### src/rtl/bist_controller_pkg.sv
// rtl/bist_controller_pkg.sv - shared state encoding, tap positions and shift helper for the BIST sequencer
package bist_controller_pkg;

    typedef enum logic [2:0] {
        ST_IDLE    = 3'd0,
        ST_SEED    = 3'd1,
        ST_RUN     = 3'd2,
        ST_COMPARE = 3'd3,
        ST_DONE    = 3'd4
    } bist_state_t;

    // x^4 + x^3 + 1: feedback taken from bits 3 and 2, shared by LFSR and MISR
    localparam int SHIFT_TAP_HI = 3;
    localparam int SHIFT_TAP_LO = 2;

    localparam logic [3:0] DEFAULT_SEED = 4'b0001;

    // One shift of the 4-bit register with XOR feedback into bit 0
    function automatic logic [3:0] shift4(input logic [3:0] v);
        return {v[2:0], v[SHIFT_TAP_HI] ^ v[SHIFT_TAP_LO]};
    endfunction

endpackage

### src/rtl/bist_lfsr.sv
// rtl/bist_lfsr.sv - 4-bit Fibonacci LFSR pattern generator with synchronous load
//
// Ports:
//   clk, rst_n - clock, asynchronous active-low reset (state returns to RESET_VAL)
//   load       - load seed on the next edge (wins over enable)
//   enable     - advance one step on the next edge
//   seed       - value loaded when load=1
//   state      - current LFSR contents
module bist_lfsr
    import bist_controller_pkg::*;
#(
    parameter logic [3:0] RESET_VAL = DEFAULT_SEED
) (
    input  logic       clk,
    input  logic       rst_n,
    input  logic       load,
    input  logic       enable,
    input  logic [3:0] seed,
    output logic [3:0] state
);

    always_ff @(posedge clk or negedge rst_n) begin
        if (!rst_n) begin
            state <= RESET_VAL;
        end else if (load) begin
            state <= seed;
        end else if (enable) begin
            state <= shift4(state);
        end
    end

endmodule

### src/rtl/bist_controller.sv
// rtl/bist_controller.sv - BIST sequencer: LFSR patterns to the CUT, MISR compaction, golden compare
//
// Ports:
//   clk, rst_n - clock, asynchronous active-low reset
//   start      - run request, honoured in IDLE or DONE
//   abort      - cancels a run in SEED/RUN/COMPARE; beats start everywhere
//   cut_in     - pattern {a,b,c,d} driven to the CUT (straight from the LFSR)
//   cut_out    - CUT response {i,j}
//   busy       - high in SEED, RUN, COMPARE
//   done       - high in DONE
//   pass       - compare result, meaningful while done=1
//   signature  - current MISR contents
module bist_controller
    import bist_controller_pkg::*;
#(
    parameter int         N_PATTERNS = 15,
    parameter int         CNT_W      = 4,
    parameter logic [3:0] LFSR_SEED  = DEFAULT_SEED,
    parameter logic [3:0] GOLDEN_SIG = 4'h0
) (
    input  logic       clk,
    input  logic       rst_n,
    input  logic       start,
    input  logic       abort,
    output logic [3:0] cut_in,
    input  logic [1:0] cut_out,
    output logic       busy,
    output logic       done,
    output logic       pass,
    output logic [3:0] signature
);

    // Counter value at the edge that captures the final response
    localparam logic [CNT_W-1:0] LAST_CNT = CNT_W'((N_PATTERNS == 0) ? 0 : N_PATTERNS - 1);

    bist_state_t      state_q, state_d;
    logic [3:0]       misr_q;
    logic [CNT_W-1:0] cnt_q;
    logic             pass_q;
    logic             seed_load;
    logic             run_step;
    logic [3:0]       lfsr_q;

    bist_lfsr #(
        .RESET_VAL(LFSR_SEED)
    ) u_lfsr (
        .clk    (clk),
        .rst_n  (rst_n),
        .load   (seed_load),
        .enable (run_step),
        .seed   (LFSR_SEED),
        .state  (lfsr_q)
    );

    always_ff @(posedge clk or negedge rst_n) begin
        if (!rst_n) begin
            state_q <= ST_IDLE;
        end else begin
            state_q <= state_d;
        end
    end

    always_comb begin
        state_d   = state_q;
        seed_load = 1'b0;
        run_step  = 1'b0;
        case (state_q)
            ST_IDLE: begin
                if (start && !abort) state_d = ST_SEED;
            end
            ST_SEED: begin
                if (abort) begin
                    state_d = ST_IDLE;
                end else begin
                    seed_load = 1'b1;
                    state_d   = (N_PATTERNS == 0) ? ST_COMPARE : ST_RUN;
                end
            end
            ST_RUN: begin
                if (abort) begin
                    state_d = ST_IDLE;
                end else begin
                    run_step = 1'b1;
                    if (cnt_q == LAST_CNT) state_d = ST_COMPARE;
                end
            end
            ST_COMPARE: begin
                state_d = abort ? ST_IDLE : ST_DONE;
            end
            ST_DONE: begin
                if (start && !abort) state_d = ST_SEED;
            end
            default: state_d = ST_IDLE;
        endcase
    end

    // An aborting RUN cycle does not capture, so the MISR keeps its partial value
    always_ff @(posedge clk or negedge rst_n) begin
        if (!rst_n) begin
            misr_q <= '0;
            cnt_q  <= '0;
        end else if (seed_load) begin
            misr_q <= '0;
            cnt_q  <= '0;
        end else if (run_step) begin
            misr_q <= shift4(misr_q) ^ {2'b00, cut_out};
            cnt_q  <= cnt_q + 1'b1;
        end
    end

    always_ff @(posedge clk or negedge rst_n) begin
        if (!rst_n) begin
            pass_q <= 1'b0;
        end else if (state_q == ST_COMPARE && !abort) begin
            pass_q <= (misr_q == GOLDEN_SIG);
        end else if (state_d == ST_SEED || state_d == ST_IDLE) begin
            pass_q <= 1'b0;
        end
    end

    assign cut_in    = lfsr_q;
    assign busy      = (state_q == ST_SEED) || (state_q == ST_RUN) || (state_q == ST_COMPARE);
    assign done      = (state_q == ST_DONE);
    assign pass      = pass_q;
    assign signature = misr_q;

endmodule

### config.mk
export PLATFORM = sky130hd
export DESIGN_NAME = bist_controller
export DESIGN_NICKNAME = d
export VERILOG_FILES = /design/src/rtl/bist_controller_pkg.sv /design/src/rtl/bist_lfsr.sv /design/src/rtl/bist_controller.sv
export SDC_FILE = /design/constraint.sdc
export NUM_CORES = 1
export LEC_CHECK = 0
export ABC_AREA = 1
export ABC_CLOCK_PERIOD_IN_PS = 2800
export CAP_MARGIN = 20
export CORE_ASPECT_RATIO = 1.2
export CORE_MARGIN = 4
export CORE_UTILIZATION = 43
export DETAILED_ROUTE_END_ITERATION = 8
export GPL_ROUTABILITY_DRIVEN = 0
export GPL_TIMING_DRIVEN = 0
export HOLD_SLACK_MARGIN = 0.08
export PLACE_DENSITY_LB_ADDON = 0.15
export SKIP_CTS_REPAIR_TIMING = 1
export SLEW_MARGIN = 10
export SYNTH_ARGS = -nofsm -noshare
export SYNTH_HDL_FRONTEND = slang
export SYNTH_SLANG_ARGS = --single-unit
export TNS_END_PERCENT = 20
### constraint.sdc
create_clock -name clk -period 2.8 [get_ports clk]
set_clock_uncertainty 0.05 [all_clocks]
set_input_delay 0.56 -clock clk [delete_from_list [all_inputs] [get_ports clk]]
set_output_delay 0.56 -clock clk [all_outputs]
set_load 0.01 [all_outputs]
# After elaboration in Yosys (flattened, before gate mapping)
# Index checks and enable logic that the tools add are counted.
[classes]
bitwise_logic = 3
eq_ne = 6
mux = 17
add_sub_neg = 1
n_reduce_logical = 12
[ops]
columns = ["cell", "n"]
rows = [
  ["$mux 4", 6],
  ["$mux 3", 4],
  ["$pmux 3 s4", 1],
  ["$eq 3x1->1 const B", 2],
  ["$eq 3x2->1 const B", 2],
  ["$logic_not 3->1", 2],
  ["$mux 1", 5],
  ["$add 4x1->4 const B", 1],
  ["$eq 4x4->1 const B", 1],
  ["$logic_not 4->1", 1],
  ["$reduce_bool 2->1", 2],
  ["$xor 4x2->4", 1],
  ["$eq 3x3->1 const B", 1],
  ["$logic_or 1x1->1", 3],
  ["$logic_and 1x1->1", 2],
  ["$mux 2", 1],
  ["$reduce_or 2->1", 1],
  ["$xor 1x1->1", 2],
  ["$logic_not 1->1", 1],
]
[word_totals]
elab_cells = 44
out_inout_bits = 11
input_bits = 6
ff_bits = 16

# Logic depth before layout (Yosys ltp)
# Gate-level depths: netlist of run 1.
[logic_depth]
ltp_word = 8
mapped_depth = 7
ltp_nobuf = 7

# By module
# A second synthesis of run 1 with hierarchy kept.
[hier_totals]
hier_cells = 101
hier_area_um2 = 842.1
[by_module_without_submodules]
columns = ["mod", "seq_area_each_um2", "cells_each", "area_per_inst_um2", "instances"]
rows = [
  ["bist_controller", 300.3, 73, 635.6, 1],
  ["bist_lfsr", 101.3, 28, 206.4, 1],
]

# Worst setup path after synthesis of run 1
# No wires, ideal clock.
[synth_timing]
kind = "reg-to-output"
from = "register state_q[1]"
to = "output done"
required_ns = 2.190
slack_ns = 1.421
path_stages_with_launch = 2
arrival_time_ns = 0.769
cell_sequence = "dfrtp_1 -> nor3b_1"
[synth_between]
elab_chain_cells = 1
[synth_rtl]
columns = ["item", "line", "rtl"]
rows = [
  ["start, declared", "bist_controller.sv:36", "bist_state_t state_q, state_d;"],
  ["start signal, assigned", "bist_controller.sv:59", "state_q <= state_d;"],
  ["$eq 3x3->1", "bist_controller.sv:123", "assign done = (state_q == ST_DONE);"],
  ["end, declared", "bist_controller.sv:28", "output logic done,"],
]
# No other way between the ends.

# Worst setup path in the final report of run 1
# Ends and elaborated chain as after synthesis.

==> impl_metrics.json, run 1 <==
{
  "status": "finished, final reports clean",
  "criticalPathCategory": "register to primary output",
  "yosysWarnings": 0,
  "clkTransAtPathRegs_ns": 0.09,
  "setup_viol": 0,
  "syn-num-nets": 87,
  "synth_area_leaders": "dfrtp_1 49%, nand2_1 5.9%, ha_1 4.9%",
  "vias": 573,
  "grt_max_degree": 17,
  "finalCritPeriodShare": 0.763,
  "worstPathArrival_ns": 1.53,
  "hold_violations": 0,
  "portBuffers": 16,
  "netlist.area_leader.share": 0.491,
  "ys_async_sr_fraction": 1.00,
  "ys_seq_area_frac": 0.525,
  "fin_nets": 108,
  "rr_worst_depth": 6,
  "yosys.area.top_type": "dfrtp_1",
  "grt_overflow": 0,
  "clockBufferDepth": 2,
  "reg2reg_to": "cnt_q[0]",
  "final_cell_area_um2": 973,
  "grt_pass1_wl_um": 2440,
  "die_w_um": 46.5,
  "num_antenna_cells": 0,
  "vdd_drop_max_mv": 0.397,
  "rsz0062_at_grt": "no",
  "gr-usage-all-layers": 0.140,
  "dp.cells": 112,
  "synth_area_um2": 764,
  "finalMaxSlewViolations": 0,
  "placed_area_um2": 947,
  "drtIter0Drc": 5,
  "io_pins": 17,
  "crit_chain": "nor3b_1 > clkdlybuf4s50_1",
  "period_needed_ns": 2.14,
  "multi_input_area_um2": 310,
  "firstDrtPassIters": 4,
  "clk_latency_ns": 0.28,
  "final_cells": 116,
  "regToRegSetupSlack_ns": 1.49,
  "hpwl_um": 1080,
  "via_per_inst": 4.94,
  "clock-sinks": 16,
  "cts_root_buf": "clkbuf_4",
  "syn2layout_area_growth_pct": 27.3,
  "max-slew-margin-rel": 0.528,
  "cp_slowest_cell": "clkdlybuf4s50_1",
  "grt_pass1_vias": 549,
  "startpoint_type": "register",
  "post-synth-top-count-cell": "dfrtp_1",
  "r2r_start": "state_q[2]",
  "leakage_nw": 0.449,
  "synth_area_per_cell_um2": 9.80,
  "synthCells": 78,
  "seqCellArea_um2": 402,
  "synth_common_cells": "15 x dfrtp_1, 12 x nand2_1, 9 x inv_1",
  "p_per_area_nw_per_um2": 739,
  "ant_nets": 0,
  "wirelength_um": 1470,
  "cts_tree": "built",
  "die_y_um": 54.2,
  "crit_path_max_fanout": 6,
  "core_area_um2": 1660,
  "max_freq_ghz": 0.468,
  "synth-main-ff-cell": "dfrtp_1",
  "synth-edff-count": 0,
  "synthDistinctLibCells": 25,
  "drv_cap": 0,
  "fill_cells": 162,
  "worstSetupStartpoint": "state_q[1]",
  "ys_ff_latch": 16,
  "cpPeakStageDelay_ns": 0.56,
  "drc_errors": 0,
  "endpoint": "done",
  "cts-htree-levels": 1,
  "worstMarginPinSlew_ns": 0.706,
  "row_count": 16,
  "crit_path_end_kind": "primary output",
  "worstHoldPathType": "register to register",
  "cp.required_ns": 2.19,
  "cts_inserted_buffers": 3,
  "initial_core_util": 0.460,
  "fin_setup_tns_ns": 0,
  "layout-drive-gt1-share": 0.133,
  "antenna_found_initial": 0,
  "die_area_um2": 2520,
  "wl_per_cell_um": 12.7
}
flip-flops by register name, indices dropped and copies added, names as in the netlist:
register      flops
cnt_q             4
signature         4
u_lfsr.state      4
state_q           3
pass              1
where the power goes:
group          internal (W)  leakage, nW  switching [W]  total [W]
sequential         0.000291        0.212      0.0000512   0.000342
clock             0.0000553       0.0150      0.0000709   0.000126
combinational      0.000138        0.223       0.000114   0.000251
total              0.000484        0.449       0.000236   0.000720
stage by stage:
stage	hold slack, ns	setup slack, ns	total power, W	util
2_1_floorplan	0.214	1.42	0.000474	-
3_3_place_gp	0.462	0.947	0.000595	0.570
3_5_place_dp	0.475	0.909	0.000599	0.570
4_1_cts	0.489	0.641	0.000733	0.586
5_1_grt	0.507	0.567	0.000774	0.586
6_report	0.483	0.664	0.000720	0.586
worst max-delay path: cells and delay by family (launching register included):
kind	cells	cell delay (ns)
flip-flops	1	0.46
AND/OR/NAND/NOR	1	0.22
buffers and inverters	1	0.56
logic make-up (layout without fill, tap and decap cells):
family	count (synthesis)	in the layout	share of synthesized area
AO/OA/AOI/OAI	13	13	0.108
buffers and inverters	12	32	0.0687
flip-flops	16	16	0.525
adder cells (fa/ha/maj)	3	3	0.0491
AND/OR/NAND/NOR	30	30	0.203
XOR/XNOR	4	4	0.0458
area by class of cell:
cell class / instances / area share
repair buffers: 16 / 0.165
inverters: 11 / 0.0424
clock buffers: 4 / 0.0270
flip-flops and latches: 16 / 0.413
well taps: 18 / 0.0231
plain buffers: 1 / 0.0116
multi-input cells: 50 / 0.319
worst min path at each step:
stage / start / to / slack [ns] / cells past startpoint
after floorplan: rst_n / cnt_q[0] / 0.21 / 0
after global placement: u_lfsr.state[0] / u_lfsr.state[0] / 0.46 / 2
after detailed placement: u_lfsr.state[0] / u_lfsr.state[0] / 0.48 / 2
after CTS: u_lfsr.state[0] / u_lfsr.state[0] / 0.49 / 2
after global routing: cnt_q[0] / cnt_q[0] / 0.51 / 1
final: cnt_q[0] / cnt_q[0] / 0.48 / 1
routing by layer:
layer	wire [µm]	vias to the layer above	track usage
li1	-	296	-
met1	698	262	0.174
met2	686	13	0.220
met3	71	2	0.0234
met4	14	0	0.0853
met5	0	-	0
cell usage in the layout, fill, tap and decap left out:
master | Yosys | layout
xor2_1 | 1 | 1
o21ai_1 | 4 | 4
nand2_2 | 1 | 1
buf_6 | 1 | 1
nor2_2 | 1 | 1
ha_1 | 3 | 3
nor3_1 | 1 | 1
nor2_1 | 4 | 4
nand3_2 | 1 | 1
nor2_4 | 1 | 1
inv_1 | 9 | 9
nand2_1 | 12 | 12
o22ai_1 | 3 | 3
clkbuf_4 | 0 | 3
dfrtp_1 | 15 | 15
o211ai_1 | 1 | 1
xnor2_1 | 3 | 3
nand2_4 | 1 | 1
nand3b_1 | 1 | 1
clkdlybuf4s50_1 | 0 | 16
nor3b_1 | 1 | 1
o21ai_0 | 3 | 3
clkbuf_1 | 0 | 1
nand3_1 | 6 | 6
dfstp_2 | 1 | 1
o22ai_2 | 1 | 1
o32ai_1 | 1 | 1
inv_2 | 2 | 2
No activity file was read; power rests on OpenSTA's default activity.
==> inputs of run 2 (changes only) <==
ABC_CLOCK_PERIOD_IN_PS = 2170   (was 2800)
clock period = 2.17 ns   (was 2.8 ns; I/O delays follow)
==> results of run 2 <==
The final DEF is identical to that of run 1. Status: finished, final reports clean.
Among the figures that moved: setup slack after placement 0.909 ns -> 0.405 ns; setup slack after layout 0.664 ns -> 0.160 ns; register-to-register setup slack 1.49 ns -> 0.86 ns; total power 0.000720 W -> 0.000929 W; worst IR drop on VDD 0.397 mV -> 0.512 mV
==> inputs of run 3 (changes only) <==
ABC_AREA = 0   (was 1)
==> impl_metrics.json, run 3 <==
{
  "status": "finished, final reports clean",
  "cts_root_buf": "clkbuf_4",
  "grt_pass1_vias": 588,
  "ys_ff_latch": 16,
  "initial_core_util": 0.452,
  "drtIter0Drc": 1,
  "wl_per_cell_um": 13.0,
  "switching_power_w": 0.000273,
  "criticalPathCategory": "register to primary output",
  "hpwl_um": 1120,
  "finalCritPeriodShare": 0.956,
  "max-slew-margin-rel": 0.523,
  "die_w_um": 48.3,
  "synth-edff-count": 0,
  "period_needed_ns": 2.07,
  "finalMaxSlewViolations": 0,
  "ant_nets": 0,
  "cp_top_family": "buffers and inverters",
  "drc_errors": 0,
  "p_total_w": 0.000906,
  "worstMarginPinSlew_ns": 0.713,
  "cpPeakStageDelay_ns": 0.53,
  "rsz0062_at_grt": "no",
  "cp_slowest_cell": "clkdlybuf4s50_1",
  "crit_path_end_kind": "primary output",
  "grt_overflow": 0,
  "fill_cells": 165,
  "layout_commonest_cell": "clkdlybuf4s50_1",
  "crit_chain": "buf_4 > nor2_2 > and2_1 > clkdlybuf4s50_1",
  "portBuffers": 16,
  "synth_area_um2": 837,
  "synthDistinctLibCells": 29,
  "min-delay-start": "cnt_q[3]",
  "p_seq_frac": 0.468,
  "setup_viol": 0,
  "synth_area_per_cell_um2": 11.2,
  "drv_cap": 0,
  "vias": 621,
  "yosysWarnings": 0,
  "fin_setup_tns_ns": 0,
  "comb_power_share": 0.317,
  "core_area_um2": 1850,
  "use_met3": 0.0353,
  "fin_nets": 105,
  "yosys.area.top_type": "dfrtp_1",
  "regToRegSetupSlack_ns": 0.63,
  "crit_path_max_fanout": 10,
  "gr-usage-all-layers": 0.126,
  "io_pins": 17,
  "worstHoldEndpoint": "cnt_q[3]",
  "die_area_um2": 2720,
  "post-synth-top-count-cell": "dfrtp_1",
  "startpoint_type": "register",
  "ys_async_sr_fraction": 1.00,
  "synth_area_leaders": "dfrtp_1 45%, nor4b_4 5.7%, ha_1 4.5%",
  "use_met2": 0.190,
  "clock-sinks": 16,
  "use_met1": 0.173,
  "pwr-share-clk": 0.215,
  "swShare": 0.301,
  "reg2reg_to": "signature[1]",
  "cts_tree": "built",
  "synth-main-ff-cell": "dfrtp_1",
  "worstPathArrival_ns": 1.59,
  "synth_common_cells": "15 x dfrtp_1, 8 x nand2_1, 5 x inv_1, 5 x nor2_1, 4 x a22o_1",
  "clockBufferDepth": 2,
  "worst-path-buf-inv": 2,
  "cts_inserted_buffers": 3,
  "row_count": 17,
  "antenna_found_initial": 0,
  "r2r_start": "state_q[0]",
  "ys_seq_area_frac": 0.480,
  "cts-htree-levels": 1,
  "holdPathStages": 1,
  "firstDrtPassIters": 2,
  "vdd_drop_max_mv": 0.642,
  "leakage_nw": 0.456,
  "cp.required_ns": 1.69,
  "grt_max_degree": 17,
  "clk_latency_ns": 0.28,
  "max_freq_ghz": 0.482,
  "worstHoldPathType": "register to register",
  "fin_util": 0.573,
  "worstSetupStartpoint": "state_q[1]",
  "clkTransAtPathRegs_ns": 0.10,
  "synthCells": 75,
  "via_per_inst": 5.45,
  "layout-drive-gt1-share": 0.158,
  "wirelength_um": 1490,
  "grt.busiest_layer": "met2",
  "hold_violations": 0,
  "grt_pass1_wl_um": 2580,
  "p_per_area_nw_per_um2": 855,
  "syn-num-nets": 84,
  "netlist.area_leader.share": 0.448,
  "syn2layout_area_growth_pct": 26.6,
  "rr_worst_depth": 4,
  "die_y_um": 56.3,
  "p_int_w": 0.000633,
  "final_cell_mix": "16 x clkdlybuf4s50_1, 15 x dfrtp_1, 8 x nand2_1",
  "num_antenna_cells": 0
}
[run 3: logic make-up (layout without fill, tap and decap cells)]
group           Yosys count  after routing  synth area share
flops                    16             16             0.480
buf+inv                   9             29            0.0643
xor+xnor                  3              3            0.0314
simple gates             27             27             0.218
mux                       2              2            0.0239
fa+ha+maj                 3              3            0.0448
compound gates           15             15             0.138
[run 3: power groups by stage]
stage	logic, W	clock network (W)	registers, W
6_report	0.000287	0.000195	0.000424
5_1_grt	0.000322	0.000214	0.000436
4_1_cts	0.000292	0.000196	0.000424
3_5_place_dp	0.000290	0	0.000430
3_3_place_gp	0.000290	0	0.000429
2_1_floorplan	0.000143	0	0.000439
[run 3: area by class of cell]
cell class,instances,area [µm²],area share
inverters,5,18.8,0.0177
repair buffers,16,160,0.151
flip-flops and latches,16,402,0.379
multi-input cells,50,384,0.362
well taps,19,23.8,0.0224
clock buffers,4,36.3,0.0342
plain buffers,4,35.0,0.0331
[run 3: how the worst max path moves through the flow]
| stage | end | slack (ns) | cells after the start |
|---|---|---|---|
| 6_report | done | 0.1 | 4 |
| 5_1_grt | done | 0.02 | 4 |
| 4_1_cts | done | 0.07 | 4 |
| 3_5_place_dp | signature[1] | 0.14 | 5 |
| 3_3_place_gp | signature[1] | 0.17 | 5 |
| 2_1_floorplan | u_lfsr.state[3] | 0.75 | 5 |
[run 3: layer usage]
metal,routed length [µm],part of all wire
met5,0,0
met4,17,0.011
met3,56,0.038
met2,714,0.48
met1,698,0.47
[run 3: metrics by stage]
stage | setup WS (ns) | area (µm²) | hold slack, ns | instances
5_1_grt | 0.0162 | 1060 | 0.487 | 114
3_5_place_dp | 0.136 | 1020 | 0.428 | 110
3_3_place_gp | 0.168 | 1020 | 0.421 | 110
2_1_floorplan | 0.750 | 837 | 0.0884 | 75
4_1_cts | 0.0662 | 1060 | 0.441 | 114
6_report | 0.0950 | 1060 | 0.439 | 114
